$ cat src/rtl/booth4_seq_mult.sv
// booth4_seq_mult: iterative radix-4 Booth multiplier.
// One Booth digit (two multiplier bits) is retired per clock through a single
// adder. Operands are extended to WIDTH+2 bits at accept, sign- or zero-wise
// according to tc. This lets one signed Booth recoding cover both modes exactly.
//
//   state   | meaning
//   --------+------------------------------------------------------------
//   st_idle | waiting for start; busy=0
//   st_run  | one Booth iteration per edge; busy=1
//   st_done | done=1 for one cycle; start here is accepted back-to-back
module booth4_seq_mult #(
    parameter int WIDTH = 8
) (
    input  logic                 clk,
    input  logic                 rst,
    input  logic                 start,
    input  logic                 tc,
    input  logic [WIDTH-1:0]     a,
    input  logic [WIDTH-1:0]     b,
    output logic                 busy,
    output logic                 done,
    output logic [2*WIDTH-1:0]   prod
);

    localparam int EW = WIDTH + 2;        // extended operand width
    localparam int AW = WIDTH + 3;        // accumulator / adder width
    localparam int N  = WIDTH / 2 + 1;    // Booth iterations per product
    localparam int CW = $clog2(N);

    typedef enum logic [1:0] {
        st_idle = 2'd0,
        st_run  = 2'd1,
        st_done = 2'd2
    } state_t;

    state_t          state;
    state_t          state_nxt;
    logic            accept;
    logic            last;

    logic [EW-1:0]   a_ext;
    logic [EW-1:0]   mreg;
    logic            qm1;
    logic [AW-1:0]   acc;
    logic [CW-1:0]   cnt;

    logic [2:0]      trip;
    logic [AW-1:0]   a3;
    logic [AW-1:0]   addend;
    logic [AW-1:0]   sum;
    logic [AW-1:0]   acc_nxt;
    logic [EW-1:0]   mreg_nxt;

    // State register.
    always_ff @(posedge clk) begin
        if (rst) begin
            state <= st_idle;
        end else begin
            state <= state_nxt;
        end
    end

    // Next-state decode, handshake outputs and per-edge strobes.
    always_comb begin
        state_nxt = state;
        accept    = 1'b0;
        last      = 1'b0;
        busy      = 1'b0;
        done      = 1'b0;
        case (state)
            st_idle: begin
                if (start) begin
                    accept    = 1'b1;
                    state_nxt = st_run;
                end
            end
            st_run: begin
                busy = 1'b1;
                if (cnt == '0) begin
                    last      = 1'b1;
                    state_nxt = st_done;
                end
            end
            st_done: begin
                done = 1'b1;
                if (start) begin
                    accept    = 1'b1;
                    state_nxt = st_run;
                end else begin
                    state_nxt = st_idle;
                end
            end
            default: begin
                state_nxt = st_idle;
            end
        endcase
    end

    // Booth digit selection and one add/shift step of the accumulator pair.
    always_comb begin
        trip = {mreg[1], mreg[0], qm1};
        a3   = {a_ext[EW-1], a_ext};
        case (trip)
            3'b001, 3'b010: addend = a3;
            3'b011:         addend = a3 << 1;
            3'b100:         addend = -(a3 << 1);
            3'b101, 3'b110: addend = -a3;
            default:        addend = '0;
        endcase
        sum      = acc + addend;
        acc_nxt  = {{2{sum[AW-1]}}, sum[AW-1:2]};
        mreg_nxt = {sum[1:0], mreg[EW-1:2]};
    end

    // Operand capture at accept, iteration in RUN, result write on the last step.
    always_ff @(posedge clk) begin
        if (rst) begin
            a_ext <= '0;
            mreg  <= '0;
            qm1   <= 1'b0;
            acc   <= '0;
            cnt   <= '0;
            prod  <= '0;
        end else if (accept) begin
            a_ext <= tc ? {{2{a[WIDTH-1]}}, a} : {2'b00, a};
            mreg  <= tc ? {{2{b[WIDTH-1]}}, b} : {2'b00, b};
            qm1   <= 1'b0;
            acc   <= '0;
            cnt   <= CW'(N - 1);
        end else if (state == st_run) begin
            acc  <= acc_nxt;
            mreg <= mreg_nxt;
            qm1  <= mreg[1];
            cnt  <= cnt - CW'(1);
            if (last) begin
                // After 2N shifts the low WIDTH+2 product bits sit in mreg.
                prod <= {acc_nxt[WIDTH-3:0], mreg_nxt};
            end
        end
    end

endmodule

$ cat config.mk
export PLATFORM = sky130hd
export DESIGN_NAME = booth4_seq_mult
export DESIGN_NICKNAME = d
export VERILOG_FILES = /design/src/rtl/booth4_seq_mult.sv
export SDC_FILE = /design/constraint.sdc
export NUM_CORES = 1
export LEC_CHECK = 0
export BUFFER_PORTS_ARGS = -buffer_cell sky130_fd_sc_hd__buf_2
export CORE_UTILIZATION = 45
export DETAILED_ROUTE_END_ITERATION = 7
export PLACE_DENSITY = 0.64
export SLEW_MARGIN = 15
export SYNTH_ARGS = -nofsm -noshare
export SYNTH_HDL_FRONTEND = slang
export SYNTH_SLANG_ARGS = --single-unit
$ cat constraint.sdc
create_clock -name clk -period 7.8 [get_ports clk]
set_input_delay 0.39 -clock clk [delete_from_list [all_inputs] [get_ports clk]]
set_output_delay 0.39 -clock clk [all_outputs]
set_load 0.01 [all_outputs]
Word level (Yosys, flattened, before mapping). Cells that the tools add are included.

Input port bits: 20. Register bits: 51.

Add/subtract/negate cells: 4. Eq/ne operators: 10. Bitwise operators: 1. Multiplexer cells: 17. Reduce and logical (&&, ||, !) cells: 9.

Operators by type and width (number): one-hot mux 11 bit (4 select lines) (1); two-way mux 10 bit (4); negation 11 bit (2); adder 11 bit (1); equality test 3 bit, second input constant (3); OR reduction 2 bit (4); two-way mux 1 bit (7); equality test 3 x 2 -> 1 bit, second input constant (2); two-way mux 3 bit (2); one-hot mux 2 bit (3 select lines) (1); two-way mux 2 bit (2); != test 2 bit, second input constant (2); equality test 3 x 1 -> 1 bit, second input constant (1); logical NOT 3 bit (1); AND reduction 3 bit (1); subtractor 3 x 1 -> 3 bit, second input constant (1); equality test 2 x 1 -> 1 bit, second input constant (1); equality test 2 bit, second input constant (1); logical NOT 2 bit (1); AND reduction 2 bit (1); nonzero test 2 bit (1); inverter 1 bit (1).

Longest topological paths before layout.
Depth in word-level cells: 6. Gate-level depth with buffers: 15. Gate-level depth less buffers: 15.

Least setup slack after synthesis. Ideal clock, no wire load.

Path type: register -> register. Start point: register a_ext[0]. End point: register acc[8] (netlist name). Cell stages (with the launch flop): 16. Path buffers: 0. Arrival time: 3.501 ns. Setup slack: 4.165 ns. Setup time: 0.134 ns. Cell sequence: dfxtp_1 > inv_1 > ha_1 > or3b_1 > nor3_1 > nand2b_1 > xnor2_1 > a21oi_1 > o221ai_1 > ha_1 > a211oi_2 > nor2_1 > or4b_4 > and4_1 > a2111oi_2 > nand3_1.

Word-level cells in the longest chain between the ends: 3. Elaborated cells on any way between the ends: 4. Those cells by class: add/sub (3); mux (1).

RTL lines: start: declaration (RTL line 41) `logic [EW-1:0] a_ext;`; start signal: assignment (RTL line 125) `a_ext <= tc ? {{2{a[WIDTH-1]}}, a} : {2'b00, a};`; negation 11 bit (on tied branches) (RTL line 107, 106); one-hot mux 11 bit (4 select lines) * (RTL line 103) `case (trip)`; adder 11 bit * (RTL line 110) `sum = acc + addend;`.

Mark *: on every way between the ends. The rest lies on a longest branch, timed or not. A chain may end at the register's enable or synchronous reset.

Final worst setup path.
Start point: register a_ext[0]. End point: register acc[8] (netlist name).

Word-level cells in the longest chain between the ends: 3. Elaborated cells on any way between the ends: 4. Those cells by class: add/sub (3); mux (1).

RTL lines (RTL line): negation 11 bit (on tied branches) (107, 106); one-hot mux 11 bit (4 select lines) * (103); adder 11 bit * (110).

Marks and branches as above.

==> impl_metrics.csv <==
group,metric,value,unit
clock_tree,cts_root_buf,"clkbuf_8",
synth,yosysTopAreaCell,"dfxtp_1",
routing,drc,0,
clock_tree,cts-hold-fix-buffers,0,
sta,holdWs,321.5,ps
clock_tree,clk_latency,300,ps
setup_path,start_kind,"flip-flop",
layout,drive_gt1_frac,0.1370,
synth,synth.top_cell.area_share,0.3384,
power_and_ir_drop,p_per_area,172.9,nW/um^2
routing,drtIter0Drc,213,
floorplanning,start_util,0.4658,
power_and_ir_drop,vdd_ir_drop_max,0.1056,mV
clock_tree,path_clk_slew,100,ps
sta,post-route-min-period,3983,ps
floorplanning,fp.dieArea,6901,um^2
place,port-buffer-count,37,
clock_tree,cts_resized,0,
place,dpl.hpwl,5106,um
layout,antenna_cells,0,
routing,wl_per_cell,14.46,um
setup_path,cpMostUsedCell,"ha_1",
routing,ant_nets,0,
setup_path,crit_fanout,6,
setup_path,timing.rr.end,"acc[8]$_SDFFE_PP0P_",
synth,synth-async-reset-ratio,0,
setup_path,cp.required,7990,ps
global_route,antenna_found_initial,0,
floorplanning,die_y,83.08,um
sta,worst_pin_slew,1046,ps
synth,ys_seq_area_frac,0.3384,
place,post-place-ws,3870,ps
clock_tree,ctsLongestPathBuffers,2,
clock_tree,cts_tree,"done",
synth,synthFlopType,"dfxtp_1",
synth,ys_warn_count,0,
worst_hold_path,hp-class,"in2reg",
clock_tree,cts.htree.levels,2,
setup_path,crit_type,"reg2reg",
worst_hold_path,hold_depth,3,
layout,nFillCells,605,
setup_path,slowest_delay,530,ps
run_status,status,"complete, no violations",
power_and_ir_drop,leakagePower,1.273,nW
floorplanning,die_w,83.08,um
setup_path,rr_startpoint,"a_ext[0]$_SDFFE_PP0P_",
sta,max_freq,0.2511,GHz
global_route,grt_overflow_total,0,
sta,hold_viol,0,
layout,fin_nets,449,
sta,finClkSkew,9.358,ps
global_route,grt_pass1_wl,12080,um
global_route,grt_max_degree,42,
setup_path,cp.arrival,4170,ps
sta,maxSlewHeadroom,0.2998,
clock_tree,cts_buffers,5,
routing,wl,7130,um
routing,num_vias,2730,
setup_path,cp_slowest_cell,"or4b_4",
floorplanning,core-area,6350,um^2
place,place.gp.congestion,0.9007,
synth,synth-seq-cells,50,
clock_tree,cts_sinks,50,
synth,synthTopCellsByArea,"dfxtp_1 (34%), nand2_1 (10%), a21oi_1 (8.3%)",
synth,yosysUniqueCellTypes,53,
sta,fin_crit_sh,0.5106,
floorplanning,ioPinCount,38,
routing,firstDrtPassIters,4,
setup_path,r2r_slack,3820,ps
synth,yosysMostFrequentCell,"nand2_1",
sta,finalSetupViolCount,0,
worst_hold_path,hold_start,"a[4]",
synth,syn_area,2958,um^2
synth,synth.avg_cell_area,7.488,um^2
synth,synth_cells,395,
synth,synthTopCellsByCount,"nand2_1 (79), dfxtp_1 (50), a21oi_1 (49), nor2_1 (32)",
setup_path,worstPathCellList,"inv_1 -> ha_1 -> or3b_1 -> nor3_1 -> nand2b_1 -> xnor2_1 -> a21oi_1 -> o221ai_1 -> ha_1 -> a211oi_2 -> nor2_1 -> or4b_4 -> and4_1 -> a2111oi_2 -> nand3_1",
floorplanning,fp-row-count,29,
clock_tree,post_cts_buffers,0,
global_route,grt_pass1_vias,2507,
flow_run,drv_cap,0,
sta,finalMaxSlewViolations,0,
setup_path,reg2reg_depth,15,
sta,setup_ws,3817,ps
layout,areaGrowthSynthToFinish,9.856,%
synth,synth_enable_flop_cells,0,
sta,rsz0062_at_grt,"no",
setup_path,setup.worst_path.end_class,"flip-flop",
worst_hold_path,min_to,"a_ext[4]$_SDFFE_PP0P_",
sta,setup_tns,0,ps
routing,avgViaCountPerCell,5.538,
synth,syn_nets,429,
global_route,grt_use_total,0.2122,
-- report_power, final --
part           leakage (nW)  switching [W]  internal, W
Combinational         0.818      0.0000690    0.0000419
Sequential            0.407      0.0000154     0.000268
Clock                0.0478      0.0000943    0.0000733
-- stage by stage --
stage           power, W  instances  cell area [um^2]  utilization
4_1_cts        0.0005646        493              3249       0.5117
3_5_place_dp   0.0003991        485              3151       0.4962
5_1_grt        0.0005908        493              3249       0.5117
2_1_floorplan  0.0003698        395              2958            -
6_report       0.0005617        493              3249       0.5117
3_3_place_gp   0.0003979        485              3151       0.4962
-- cell type report --
type / count / area, um^2 / share of cell area
multi-input cells: 305 / 1804 / 0.5553
clock inverters: 2 / 16.27 / 0.005006
inverters: 15 / 56.30 / 0.01733
clock buffers: 6 / 82.58 / 0.02541
well taps: 77 / 96.34 / 0.02965
flip-flops and latches: 50 / 1001 / 0.3080
repair buffers: 38 / 192.7 / 0.05930
-- state kept, by name, indices dropped and copies added (netlist names) --
name   cells
qm1        1
state      2
acc        9
mreg      10
cnt        3
a_ext      9
prod      16
-- worst max path at each step --
stage	from	endpoint	slack [ps]	cells after the start
2_1_floorplan	a_ext[0]$_SDFFE_PP0P_	acc[8]$_SDFFE_PP0P_	4170	15
3_3_place_gp	a_ext[0]$_SDFFE_PP0P_	acc[8]$_SDFFE_PP0P_	3990	15
3_5_place_dp	a_ext[0]$_SDFFE_PP0P_	acc[8]$_SDFFE_PP0P_	3870	15
6_report	a_ext[0]$_SDFFE_PP0P_	acc[8]$_SDFFE_PP0P_	3820	15
4_1_cts	a_ext[0]$_SDFFE_PP0P_	acc[8]$_SDFFE_PP0P_	3860	15
5_1_grt	a_ext[0]$_SDFFE_PP0P_	acc[8]$_SDFFE_PP0P_	3540	15
-- placed cells by master (no fill, tap or decap), types with 2 or more instances in the layout --
master / Yosys / layout
nor3_1: 10 / 10
nand2_1: 79 / 79
nor4_1: 3 / 3
nand3_1: 10 / 10
inv_1: 14 / 14
a211oi_1: 5 / 5
nor2_1: 32 / 32
o2111ai_1: 2 / 2
a21o_1: 3 / 3
o211ai_1: 3 / 3
a22oi_1: 10 / 10
o21a_1: 2 / 2
o22ai_1: 3 / 3
nand3b_1: 3 / 3
o21ai_0: 16 / 16
ha_1: 13 / 13
dfxtp_1: 50 / 50
o221ai_1: 2 / 2
xnor2_1: 11 / 11
a21oi_1: 49 / 49
nand2b_1: 8 / 8
and4_1: 2 / 2
xor2_1: 5 / 5
o21bai_1: 2 / 2
buf_2: 2 / 37
or3b_1: 2 / 2
nor2b_1: 7 / 7
clkbuf_8: 0 / 6
-- cell families (layout without fill, tap and decap cells) --
| kind of cell | count (synthesis) | in the layout | synth area share |
|---|---|---|---|
| AND/OR/NAND/NOR | 165 | 165 | 0.2602 |
| AO/OA/AOI/OAI | 109 | 109 | 0.2373 |
| flip-flops | 50 | 50 | 0.3384 |
| buffers and inverters | 40 | 61 | 0.05161 |
| XOR/XNOR | 16 | 16 | 0.04738 |
| adder cells (fa/ha/maj) | 14 | 14 | 0.06176 |
| multiplexers | 1 | 1 | 0.003384 |
-- per-layer routing --
metal	vias to the layer above	wire [um]	track usage
met2	73	3126	0.3301
met1	1241	3593	0.3060
met5	-	0	0
li1	1412	-	-
met4	0	57	0.05486
met3	4	352	0.03280
-- worst max-delay path, delay by kind of cell, from the launching register on --
kind | cells | cell delay (ps)
buffers and inverters | 1 | 170
AND/OR/NAND/NOR | 7 | 1760
AO/OA/AOI/OAI | 4 | 820
XOR/XNOR | 1 | 150
adder cells (fa/ha/maj) | 2 | 620
flip-flops | 1 | 340
No activity file was read; power rests on OpenSTA's default activity.
